**src/rtl/lfu_access_arbiter.sv**
```systemverilog
// Front-end arbiter for the four-slot LFU tracker: synchronizes button presses,
// latches them as pending requests and grants them round-robin over valid/ready.
module lfu_access_arbiter #(
  parameter int unsigned HOLDOFF_TICKS = 2
) (
  input  logic       clk,
  input  logic       rst,
  input  logic       b1,
  input  logic       b2,
  input  logic       b3,
  input  logic       b4,
  input  logic       tick,
  input  logic       acc_ready,
  output logic       acc_valid,
  output logic [1:0] acc_idx,
  output logic [3:0] pending,
  output logic       busy,
  output logic [7:0] drop_cnt
);

  localparam logic [3:0] HoldInit = 4'(HOLDOFF_TICKS);

  typedef enum logic [1:0] {IDLE, ISSUE, HOLDOFF} state_e;

  state_e     state_q;
  logic [3:0] s1_q, s2_q, s3_q;
  logic [3:0] pending_q, pending_d;
  logic [3:0] edgeDet, clrMask, dropMask, rot;
  logic [1:0] ptr_q, idx_q, offset, winner;
  logic [3:0] holdCnt_q;
  logic [7:0] drop_q, drop_d;
  logic [2:0] dropInc;
  logic [8:0] dropSum;
  logic       valid_q, busy_q, handshake;

  assign edgeDet   = s2_q & ~s3_q;
  assign handshake = valid_q & acc_ready;

  always_comb begin
    clrMask = 4'b0000;
    if (handshake) clrMask[idx_q] = 1'b1;
  end

  // A press that coincides with its own slot's handshake re-arms the slot
  // instead of being dropped.
  assign dropMask  = edgeDet & pending_q & ~clrMask;
  assign pending_d = (pending_q & ~clrMask) | edgeDet;
  assign dropInc   = {2'b00, dropMask[0]} + {2'b00, dropMask[1]}
                   + {2'b00, dropMask[2]} + {2'b00, dropMask[3]};
  assign dropSum   = {1'b0, drop_q} + {6'b000000, dropInc};
  assign drop_d    = dropSum[8] ? 8'hFF : dropSum[7:0];

  // Rotate pending so bit 0 is the slot at ptr; first set bit wins.
  always_comb begin
    rot = pending_q;
    unique case (ptr_q)
      2'd0: rot = pending_q;
      2'd1: rot = {pending_q[0],   pending_q[3:1]};
      2'd2: rot = {pending_q[1:0], pending_q[3:2]};
      2'd3: rot = {pending_q[2:0], pending_q[3]};
      default: rot = pending_q;
    endcase
    if (rot[0])      offset = 2'd0;
    else if (rot[1]) offset = 2'd1;
    else if (rot[2]) offset = 2'd2;
    else             offset = 2'd3;
    winner = ptr_q + offset;
  end

  always_ff @(posedge clk or negedge rst) begin
    if (!rst) begin
      s1_q      <= 4'b0000;
      s2_q      <= 4'b0000;
      s3_q      <= 4'b0000;
      pending_q <= 4'b0000;
      drop_q    <= 8'h00;
    end else begin
      s1_q      <= {b4, b3, b2, b1};
      s2_q      <= s1_q;
      s3_q      <= s2_q;
      pending_q <= pending_d;
      drop_q    <= drop_d;
    end
  end

  always_ff @(posedge clk or negedge rst) begin
    if (!rst) begin
      state_q   <= IDLE;
      valid_q   <= 1'b0;
      busy_q    <= 1'b0;
      idx_q     <= 2'd0;
      ptr_q     <= 2'd0;
      holdCnt_q <= 4'd0;
    end else begin
      unique case (state_q)
        IDLE: begin
          if (|pending_q) begin
            idx_q   <= winner;
            valid_q <= 1'b1;
            busy_q  <= 1'b1;
            state_q <= ISSUE;
          end
        end
        ISSUE: begin
          if (acc_ready) begin
            valid_q <= 1'b0;
            ptr_q   <= idx_q + 2'd1;
            if (HoldInit == 4'd0) begin
              busy_q  <= 1'b0;
              state_q <= IDLE;
            end else begin
              holdCnt_q <= HoldInit;
              state_q   <= HOLDOFF;
            end
          end
        end
        HOLDOFF: begin
          if (tick) begin
            holdCnt_q <= holdCnt_q - 4'd1;
            if (holdCnt_q == 4'd1) begin
              busy_q  <= 1'b0;
              state_q <= IDLE;
            end
          end
        end
        default: begin
          valid_q <= 1'b0;
          busy_q  <= 1'b0;
          state_q <= IDLE;
        end
      endcase
    end
  end

  assign acc_valid = valid_q;
  assign acc_idx   = idx_q;
  assign pending   = pending_q;
  assign busy      = busy_q;
  assign drop_cnt  = drop_q;

endmodule

```
**config.mk**
```make
export PLATFORM = sky130hd
export DESIGN_NAME = lfu_access_arbiter
export DESIGN_NICKNAME = d
export VERILOG_FILES = /design/src/rtl/lfu_access_arbiter.sv
export SDC_FILE = /design/constraint.sdc
export NUM_CORES = 1
export LEC_CHECK = 0
export CORE_ASPECT_RATIO = 1.75
export CORE_MARGIN = 1
export CORE_UTILIZATION = 45
export DETAILED_ROUTE_END_ITERATION = 16
export GPL_ROUTABILITY_DRIVEN = 0
export PLACE_DENSITY = 0.68
export RECOVER_POWER = 25
export SLEW_MARGIN = 20
export SYNTH_ARGS = -nofsm -noshare
export SYNTH_HDL_FRONTEND = slang
export SYNTH_SLANG_ARGS = --single-unit
```
**constraint.sdc**
```tcl
create_clock -name clk -period 7.1 [get_ports clk]
set_input_delay 1.42 -clock clk [delete_from_list [all_inputs] [get_ports clk]]
set_output_delay 1.42 -clock clk [all_outputs]
set_load 0.01 [all_outputs]
```
======== Yosys cells after proc, flatten, opt, wreduce, memory -nomap -nowiden ========
Index checks and enable logic that the tools add are counted.
storage, ports and cells
  bits in registers ....................... 36
  word-level logic and storage cells ...... 73
  input port bits ......................... 8
  output and inout port bits .............. 16
operators by class
  reductions and logical operators ........ 11
  muxes and demuxes ....................... 22
  eq/ne operators ......................... 10
  bitwise gates (word level) .............. 10
  order comparisons ....................... 2
  add/sub/neg operators ................... 7
operators by type and width
  operator                                                                count
  4-bit AND                                                               4
  2-bit two-way mux                                                       6
  4-bit two-way mux                                                       3
  3-bit one-hot mux with 4 select lines                                   1
  8-bit by 3-bit adder with 9-bit output                                  1
  8-bit two-way mux                                                       1
  2-bit != test (second input constant)                                   4
  4-bit inverter                                                          2
  4-bit one-hot mux with 2 select lines                                   1
  4-bit AND reduction                                                     2
  2-bit equality test (second input constant)                             3
  1-bit two-way mux                                                       6
  1-bit one-hot mux with 3 select lines                                   2
  2-bit one-hot mux with 3 select lines                                   1
  3-bit AND reduction                                                     2
  2-bit by 1-bit equality test with 1-bit output (second input constant)  2
  4-bit by 1-bit equality test with 1-bit output (second input constant)  1
  2-bit logical NOT                                                       2
  4-bit bitwise OR                                                        1
  2-bit AND reduction                                                     2
  4-bit OR reduction                                                      1
  4-bit by 1-bit subtractor with 4-bit output (second input constant)     1
  2-bit by 1-bit adder with 3-bit output                                  1
  3-bit by 1-bit adder with 3-bit output                                  1
  other kinds (10)                                                        11

======== Depth between registers and ports, before layout ========
Gate-level depths: netlist of the first run.
  depth after elaboration ................. 12
  gate-level depth with buffers ........... 13
  gate-level depth less buffers ........... 13

======== Least setup slack after synthesis of the first run ========
No wires, ideal clock.
  kind .................................... input to register
  start point ............................. in acc_ready
  end point ............................... reg drop_q[6], in the netlist drop_cnt[6]
  data arrival time ....................... 3757 ps
  setup slack ............................. 3219 ps
  stages .................................. 12
  setup time .............................. 124 ps
  cell sequence ........................... clkbuf_1 nand3_1 nand2_1 or3_1 fa_1 fa_1 inv_1 fa_1 and3_1 nand3_1 nor3_1 a21oi_1
on the way
  longest elaborated chain between the ends .. 9
ends and longest elaborated chain
  item                                        RTL line  source
  start, declared                             13        input logic acc_ready,
  1-bit AND (*)                               37        assign handshake = valid_q & acc_ready;
  4-bit two-way mux (*)                       41        if (handshake) clrMask[idx_q] = 1'b1;
  4-bit inverter (*)                          46        assign dropMask = edgeDet & pending_q & ~clrMask;
  4-bit AND (*)                               46
  1-bit by 1-bit adder with 2-bit output      48        assign dropInc = {2'b00, dropMask[0]} + {2'b00, dropMask[1]}
  2-bit by 1-bit adder with 3-bit output      49        + {2'b00, dropMask[2]} + {2'b00, dropMask[3]};
  3-bit by 1-bit adder with 3-bit output (*)  49
  8-bit by 3-bit adder with 9-bit output (*)  50        assign dropSum = {1'b0, drop_q} + {6'b000000, dropInc};
  8-bit two-way mux (*)                       51        assign drop_d = dropSum[8] ? 8'hFF : dropSum[7:0];
  via drop_d[6]                               31        logic [7:0] drop_q, drop_d;
  end signal, assigned                        82        drop_q <= drop_d;
  end, declared                               31
Mark *: on every way through the listed nets, which the timed path passes. The rest lies on a longest branch.
A chain may end at the register's enable or synchronous reset.

======== Worst setup path in the final report of the first run ========
Same ends and word-level chain as after synthesis.

==> out/results.ini, run 1 <==
[logic_synthesis]
netlist-cell-type-count = 40
synth_top_flop_cell = dfrtp_1
synth_fp_nets = 178
synth.avg_cell_area_sq_um = 10.7
async_flop_share = 1.00
ys_seq_area_frac = 0.529
yosysWarnings = 0
synth_top_cell_by_area = dfrtp_1
synth.cell_area_sq_um = 1700
synthCells = 159
synth_area_leaders = dfrtp_1 (53%), ha_1 (5.9%), fa_1 (3.5%)
ys_ff_latch = 36
synth-edff-count = 0
synth_top_area_frac = 0.529

[detailed_routing]
dr.pass1.iters = 4
postRouteAntennaNets = 0
drc_errors = 0
routed_via_density = 5.29
finalWirelength_mm = 3.13
vias = 1237
routedWlPerCell_microns = 13.4
first_iter_violations = 20

[timing]
holdWs_ns = 0.351
period_needed_ns = 4.21
final-setup-viol-count = 0
setup-tns-final_ns = 0
period_share = 0.593
slew_headroom = -0.233
fmax_mhz = 237
fin_skew_ns = 0.00931
worstMarginPinSlew_ns = 1.85
rsz0062_at_grt = no
final-hold-violation-count = 0
slew_violations = 37

[floorplanning]
die_x_microns = 48.5
die-area_sq_um = 4050
start_util = 0.470
rows = 29
die_y_microns = 83.4
io_pins = 24
core_region_area_sq_um = 3630

[global_routing]
grt_max_degree = 37
grt_use_met3 = 0.0348
grtUsageMet2 = 0.311
grt_util_met1 = 0.189
grt_pass1_wl_mm = 5.33
grt_overflow_total = 0
top_usage_layer = met2
track_usage = 0.176
grt_pass1_vias = 1200
antenna_found_initial = 0

[final_layout]
multi_input_area_sq_um = 731
post-route-util = 0.576
drive_gt1_frac = 0.0798
layout_commonest_cell = dfrtp_1
design_area_sq_um = 2090
syn2layout_area_growth_pct = 22.7
fin_nets = 206
register_area_sq_um = 901
diodes = 0
layout_common_cells = dfrtp_1 (36), clkdlybuf4s50_1 (18), inv_1 (15), nand2_1 (15), a21oi_1 (11)
fill_cells = 320

[pwr]
power.total_mw = 0.885
cellLeakagePower_nw = 0.943
ir_drop_v = 0.000238
power_per_cell_area_nw_per_um2 = 423

[flow_run]
drv_cap = 1

[critical_path]
critPathLaunchType = input port
crit_fanout = 8
arrival_ns = 4.38
cp-end-kind = register
cp_data_required_time_ns = 7.27
path_class = input port to register

[clock_network]
cts_buffers = 5
h-tree-depth = 2
path_clk_slew_ns = 0.07
cts_sinks = 36
cts_tree = yes
clk_latency_ns = 0.28
cts-resized-gates = 0
cts_root_buffer = clkbuf_8
cts_buffer_depth = 2
hold_buffers = 0
cts_setup_buffers = 0

[worst_hold_path]
hold_path.class = register to register

[place]
port_buffers = 23
detailed_place_hpwl_mm = 2.34
place_area_sq_um = 1990

[status]
status = finished, violations left
failed_checks = capacitance limit, slew limit

## flip-flops by register name (all words and copies together) (netlist names)
name       count
drop_cnt       8
holdCnt_q      4
pending        4
s1_q           4
s2_q           4
s3_q           4
acc_idx        2
ptr_q          2
state_q        2
acc_valid      1
busy           1
## layout make-up
cell class,instances,share of cell area
Tap cell,46,0.0275
Inverter,15,0.0269
Clock buffer,5,0.0329
Multi-Input combinational cell,105,0.349
Sequential cell,36,0.431
Timing Repair Buffer,24,0.112
Clock inverter,3,0.0203
## power breakdown
part           switching [mW]  internal (mW)
sequential             0.0965          0.269
clock                  0.0705          0.104
combinational           0.153          0.192
## cells in the mapped netlist, types with 3 or more instances
| master | count |
|---|---|
| nand2_1 | 15 |
| o21a_1 | 3 |
| nand2b_1 | 4 |
| nor2_1 | 10 |
| inv_1 | 15 |
| mux2_2 | 3 |
| nor2b_1 | 3 |
| dfrtp_1 | 36 |
| o21ai_0 | 5 |
| or3_1 | 4 |
| a21oi_1 | 11 |
| nand3_1 | 7 |
| fa_1 | 3 |
| ha_1 | 8 |
## worst max-delay path: stages
cell and delay, ns:
clkdlybuf4s50_1 0.53, nand3_1 0.16, nand2_1 0.07, or3_1 0.36, fa_1 0.50, fa_1 0.45, inv_1 0.09, fa_1 0.27
and3_1 0.23, nand3_1 0.10, nor3_1 0.14, a21oi_1 0.06
## stage by stage
stage	setup WS [ns]	instances
global route	2.74	234
CTS	2.85	234
detailed placement	2.56	226
finish	2.89	234
global placement	2.63	226
floorplan	3.22	159
## cell families (layout without fill, tap and decap cells)
| family | Yosys count | count (layout) | synth area share |
|---|---|---|---|
| simple gates | 54 | 54 | 0.164 |
| mux | 5 | 5 | 0.0389 |
| buf+inv | 18 | 47 | 0.0404 |
| compound gates | 32 | 32 | 0.119 |
| flops | 36 | 36 | 0.529 |
| fa+ha+maj | 11 | 11 | 0.0940 |
| xor+xnor | 3 | 3 | 0.0154 |
## routing by layer
metal / up-vias / part of all wire
li1: 605 / -
met1: 592 / 0.39
met2: 31 / 0.55
met3: 9 / 0.034
met4: 0 / 0.031
met5: - / 0
## worst paths after layout
| check | startpoint | to | slack, ns | cells past startpoint |
|---|---|---|---|---|
| min in group asynchronous | rst | holdCnt_q[0] | 2.17 | 2 |
| max | acc_ready | drop_cnt[6] | 2.89 | 12 |
| max in group asynchronous | rst | pending[2] | 3.86 | 2 |
| min | s1_q[0] | s2_q[0] | 0.35 | 0 |
| max reg2reg | acc_idx[0] | drop_cnt[6] | 3.88 | 13 |
| min reg2reg | s1_q[0] | s2_q[0] | 0.35 | 0 |
No activity file was read; power rests on OpenSTA's default activity.
==> inputs of run 2 (changes only) <==
--- a/config.mk
+++ b/config.mk
@@ -10,7 +10,7 @@
 export CORE_UTILIZATION = 45
 export DETAILED_ROUTE_END_ITERATION = 16
 export GPL_ROUTABILITY_DRIVEN = 0
-export PLACE_DENSITY = 0.68
+export PLACE_DENSITY = 0.7
 export RECOVER_POWER = 25
 export SLEW_MARGIN = 20
 export SYNTH_ARGS = -nofsm -noshare
==> constraint.sdc (replaced) <==
create_clock -name clk -period 3.53 [get_ports clk]
set_input_delay 0.706 -clock clk [delete_from_list [all_inputs] [get_ports clk]]
set_output_delay 0.706 -clock clk [all_outputs]
set_load 0.01 [all_outputs]
==> out/results.ini, run 2 (synthesis results as in run 1) <==
[critical_path]
path_class = input port to register
critPathSlowestCell = fa_1
reg2reg_depth = 13  ; unchanged
cp_data_required_time_ns = 3.70  ; -3.57 ns
rr_startpoint = acc_idx[0]
cpPeakStageDelay_ns = 0.49  ; -0.04 ns
arrival_ns = 3.45  ; -0.93 ns
crit_chain = clkdlybuf4s50_1 > nand3_1 > nand2_1 > or3_1 > fa_1 > fa_1 > inv_1 > fa_1 > and3_1 > nand3_1 > nor3_1 > a21oi_1
critical_path.top_delay_family = adder cells
cpMostUsedCell = fa_1
critPathLaunchType = input port
endpoint = drop_cnt[6]
reg2reg_slack_ns = 0.44  ; -3.44 ns
reg2reg_to = drop_cnt[6]
cp.depth = 12  ; unchanged
crit_fanout = 4  ; -4
crit_buf_inv = 2  ; unchanged
crit_start = acc_ready
cp-end-kind = register

[global_routing]
track_usage = 0.174  ; -0.00276
grt_pass1_wl_mm = 5.37  ; +0.79%
grt_max_degree = 37  ; unchanged
grt_pass1_vias = 1243  ; +3.6%
grt_overflow_total = 0  ; unchanged
antenna_found_initial = 0  ; unchanged
top_usage_layer = met2
grt_use_met3 = 0.0275  ; -0.00733
grt_util_met1 = 0.171  ; -0.0184
grtUsageMet2 = 0.347  ; +0.0359

[clock_network]
cts_buffers = 5  ; unchanged
cts_root_buffer = clkbuf_8
hold_buffers = 0  ; unchanged
cts_tree = yes
h-tree-depth = 2  ; unchanged
cts_sinks = 36  ; unchanged
clk_latency_ns = 0.28  ; about the same
cts_buffer_depth = 2  ; unchanged
cts_setup_buffers = 0  ; unchanged
cts-resized-gates = 0  ; unchanged
path_clk_slew_ns = 0.07  ; about the same

[detailed_routing]
dr.pass1.iters = 4  ; unchanged
vias = 1260  ; +1.9%
routed_via_density = 5.29  ; +0.15%
routedWlPerCell_microns = 13.6  ; +1.9%
postRouteAntennaNets = 0  ; unchanged
drc_errors = 0  ; unchanged
first_iter_violations = 21  ; +5.0%
finalWirelength_mm = 3.24  ; +3.6%

[worst_hold_path]
hold_path.class = register to register
min_from = s1_q[0]

[floorplanning]
core_region_area_sq_um = 3630  ; unchanged
die_y_microns = 83.4  ; unchanged
die_x_microns = 48.5  ; unchanged
die-area_sq_um = 4050  ; unchanged
io_pins = 24  ; unchanged
rows = 29  ; unchanged
start_util = 0.470  ; unchanged

[timing]
worstMarginPinSlew_ns = 1.89  ; +0.0434 ns
final-hold-violation-count = 0  ; unchanged
final-setup-viol-count = 0  ; unchanged
fmax_mhz = 305
slew_violations = 37  ; unchanged
slew_headroom = -0.262  ; -0.0289
rsz0062_at_grt = no
period_needed_ns = 3.28
period_share = 0.930
fin_skew_ns = 0.00200  ; -0.00730 ns

[pwr]
ir_drop_v = 0.000513  ; +120%
power.total_mw = 1.82  ; +110%
power_per_cell_area_nw_per_um2 = 854  ; +100%
cellLeakagePower_nw = 0.963  ; +2.1%

[status]
status = finished, violations left
failed_checks = capacitance limit, slew limit

[final_layout]
syn2layout_area_growth_pct = 24.9
largest_reg_flops = 8  ; unchanged
diodes = 0  ; unchanged
layout_common_cells = dfrtp_1 (36), clkdlybuf4s50_1 (18), inv_1 (15), nand2_1 (15), a21oi_1 (11)
layout_commonest_cell = dfrtp_1
drive_gt1_frac = 0.0990  ; +0.0192
design_area_sq_um = 2130  ; +1.8%
fin_nets = 210  ; +1.9%

[flow_run]
drv_cap = 1  ; unchanged

[place]
port_buffers = 23  ; unchanged
detailed_place_hpwl_mm = 2.47  ; +5.8%
place_area_sq_um = 2020  ; +1.5%

run 2: through the flow:
| stage | utilization | setup WS [ns] | setup TNS (ns) | std cells | hold WS, ns |
|---|---|---|---|---|---|
| global placement | 0.556 | -0.00352 | -0.00352 | 230 | 0.335 |
| global route | 0.587 | 0.130 | 0 | 238 | 0.362 |
| CTS | 0.588 | 0.244 | 0 | 238 | 0.354 |
| finish | 0.587 | 0.247 | 0 | 238 | 0.351 |
| detailed placement | 0.556 | -0.0427 | -0.0544 | 230 | 0.336 |
| floorplan | - | 0.363 | 0 | 159 | 0.331 |
run 2: layer usage:
metal | wire, microns | up-vias
met3 | 97 | 2
met2 | 1920 | 23
li1 | - | 613
met1 | 1210 | 622
met4 | 12 | 0
met5 | 0 | -
run 2: power by group:
| group | total (mW) | internal, mW | switching, mW |
|---|---|---|---|
| Clock | 0.363 | 0.213 | 0.151 |
| Combinational | 0.722 | 0.404 | 0.317 |
| Sequential | 0.732 | 0.540 | 0.191 |
| Total | 1.82 | 1.16 | 0.659 |
run 2: cell type report:
cell class                 instances  area, sq um
sequential                        36          901
multi-input combinational        105          734
fill                             319         1500
inverter                          15         56.3
tap                               46         57.6
timing repair buffer              28          264
clock inverter                     3         46.3
clock buffer                       5         68.8
run 2: worst min-delay path by stage:
stage | slack (ns) | endpoint | cells past startpoint
after floorplan | 0.33 | s2_q[0] | 0
after global placement | 0.34 | s2_q[0] | 0
after detailed placement | 0.34 | s2_q[0] | 0
after CTS | 0.35 | s2_q[0] | 0
after global routing | 0.36 | s2_q[1] | 0
final | 0.35 | s2_q[0] | 0
==> inputs of run 3 (changes only) <==
--- a/config.mk
+++ b/config.mk
@@ -6,7 +6,7 @@
 export NUM_CORES = 1
 export LEC_CHECK = 0
 export CORE_ASPECT_RATIO = 1.75
-export CORE_MARGIN = 1
+export CORE_MARGIN = 2
 export CORE_UTILIZATION = 45
 export DETAILED_ROUTE_END_ITERATION = 16
 export GPL_ROUTABILITY_DRIVEN = 0
==> out/results.ini, run 3 (synthesis results as in run 1) <==
[timing]
final-setup-viol-count = 0  ; unchanged
slew_violations = 37  ; unchanged
fmax_mhz = 301  ; -1.1%
worstMarginPinSlew_ns = 1.89  ; -0.00666 ns
rsz0062_at_grt = no
final-hold-violation-count = 0  ; unchanged
period_share = 0.940  ; +0.0104
period_needed_ns = 3.32  ; +0.0368 ns
setup-tns-final_ns = 0  ; unchanged
holdWs_ns = 0.350  ; -0.000496 ns
fin_skew_ns = 0.00912  ; +0.00712 ns
slew_headroom = -0.258  ; +0.00444

[final_layout]
syn2layout_area_growth_pct = 24.9  ; unchanged
diodes = 0  ; unchanged
layout_commonest_cell = dfrtp_1
design_area_sq_um = 2130  ; unchanged
fin_nets = 210  ; unchanged
layout_common_cells = dfrtp_1 (36), clkdlybuf4s50_1 (18), inv_1 (15), nand2_1 (15), a21oi_1 (11)
largest_reg_flops = 8  ; unchanged
fill_cells = 321  ; +0.63%
drive_gt1_frac = 0.0990  ; unchanged
stdcell_count = 238  ; unchanged

[floorplanning]
die-area_sq_um = 4310  ; +6.6%
die_x_microns = 50.5  ; +4.1%
die_y_microns = 85.4  ; +2.4%
rows = 29  ; unchanged
io_pins = 24  ; unchanged
start_util = 0.470  ; unchanged
core_region_area_sq_um = 3630  ; unchanged

[clock_network]
cts_root_buffer = clkbuf_8
cts_buffer_depth = 2  ; unchanged
path_clk_slew_ns = 0.07  ; about the same
hold_buffers = 0  ; unchanged
cts_tree = yes
clk_latency_ns = 0.29  ; about the same
cts_buffers = 5  ; unchanged
cts_sinks = 36  ; unchanged
cts-resized-gates = 0  ; unchanged
h-tree-depth = 2  ; unchanged
cts_setup_buffers = 0  ; unchanged

[detailed_routing]
postRouteAntennaNets = 0  ; unchanged
first_iter_violations = 10  ; -52%
dr.pass1.iters = 4  ; unchanged
drc_errors = 0  ; unchanged
wl_met3_microns = 129  ; +33%
highest_layer = met4
m1WireLength_mm = 1.22  ; +0.83%
routedWlPerCell_microns = 13.9  ; +2.4%
finalWirelength_mm = 3.32  ; +2.4%
routed_via_density = 5.33  ; +0.63%
met2_wirelength_mm = 1.93  ; +0.42%
vias = 1268  ; +0.63%

[critical_path]
critPathSlowestCell = clkdlybuf4s50_1
critPathLaunchType = input port
critical_path.top_delay_family = adder cells
crit_chain = clkdlybuf4s50_1 > nand3_1 > nand2_1 > or3_1 > fa_1 > fa_1 > inv_1 > fa_1 > and3_1 > nand3_1 > nor3_1 > a21oi_1
path_class = input port to register
crit_start = acc_ready
cp_data_required_time_ns = 3.70  ; about the same
rr_startpoint = acc_idx[0]
arrival_ns = 3.49  ; +0.04 ns
crit_buf_inv = 2  ; unchanged
crit_fanout = 4  ; unchanged
cpPeakStageDelay_ns = 0.47  ; -0.02 ns
cp-end-kind = register
cpMostUsedCell = fa_1

[global_routing]
grt_max_degree = 37  ; unchanged
grt_pass1_wl_mm = 5.66  ; +5.4%
track_usage = 0.173  ; -0.00104
grt_overflow_total = 0  ; unchanged
grt_pass1_vias = 1319  ; +6.1%
antenna_found_initial = 0  ; unchanged

[place]
dp_cells = 230  ; unchanged
place_area_sq_um = 2020  ; unchanged
port_buffers = 23  ; unchanged
detailed_place_hpwl_mm = 2.52  ; +1.8%

[pwr]
power_per_cell_area_nw_per_um2 = 858  ; +0.54%
cellLeakagePower_nw = 0.963  ; unchanged
ir_drop_v = 0.000511  ; -0.39%

[status]
failed_checks = capacitance limit, slew limit
status = finished, violations left

[flow_run]
drv_cap = 1  ; unchanged

[worst_hold_path]
min_from = s1_q[0]
hold_path.class = register to register

-- run 3: cell counts in the layout (fill, tap and decap cells not counted) --
Identical to the previous run, type by type.
-- run 3: routing by layer --
metal / track usage / vias up
met5: 0 / -
met4: 0.0590 / 0
met3: 0.0387 / 5
met2: 0.335 / 23
met1: 0.172 / 630
li1: - / 610
-- run 3: path summary, 6_finish.rpt --
path,endpoint,cells after the start,slack [ns]
max,drop_cnt[6],12,0.21
max reg2reg,drop_cnt[6],13,0.41
min in group asynchronous,acc_valid,2,1.46
min reg2reg,s2_q[0],0,0.35
max in group asynchronous,drop_cnt[1],2,0.98
min,s2_q[0],0,0.35
-- run 3: layout make-up --
| type | count | area [sq um] | area share |
|---|---|---|---|
| clock inverter | 3 | 46.3 | 0.0218 |
| timing repair buffer | 28 | 264 | 0.124 |
| inverter | 15 | 56.3 | 0.0265 |
| clock buffer | 5 | 68.8 | 0.0323 |
| sequential | 36 | 901 | 0.423 |
| tap | 46 | 57.6 | 0.0270 |
| multi-input combinational | 105 | 734 | 0.345 |
-- run 3: through the flow --
stage,utilization,setup WS [ns],total power [mW]
detailed placement,0.556,-0.0924,1.48
global route,0.587,0.0382,1.98
floorplan,-,0.363,1.14
global placement,0.556,-0.00408,1.44
CTS,0.588,0.200,1.86
finish,0.587,0.210,1.83
-- run 3: power breakdown --
part / internal (mW) / switching, mW / total [mW]
Clock: 0.213 / 0.157 / 0.370
Combinational: 0.404 / 0.318 / 0.723
Sequential: 0.540 / 0.194 / 0.734
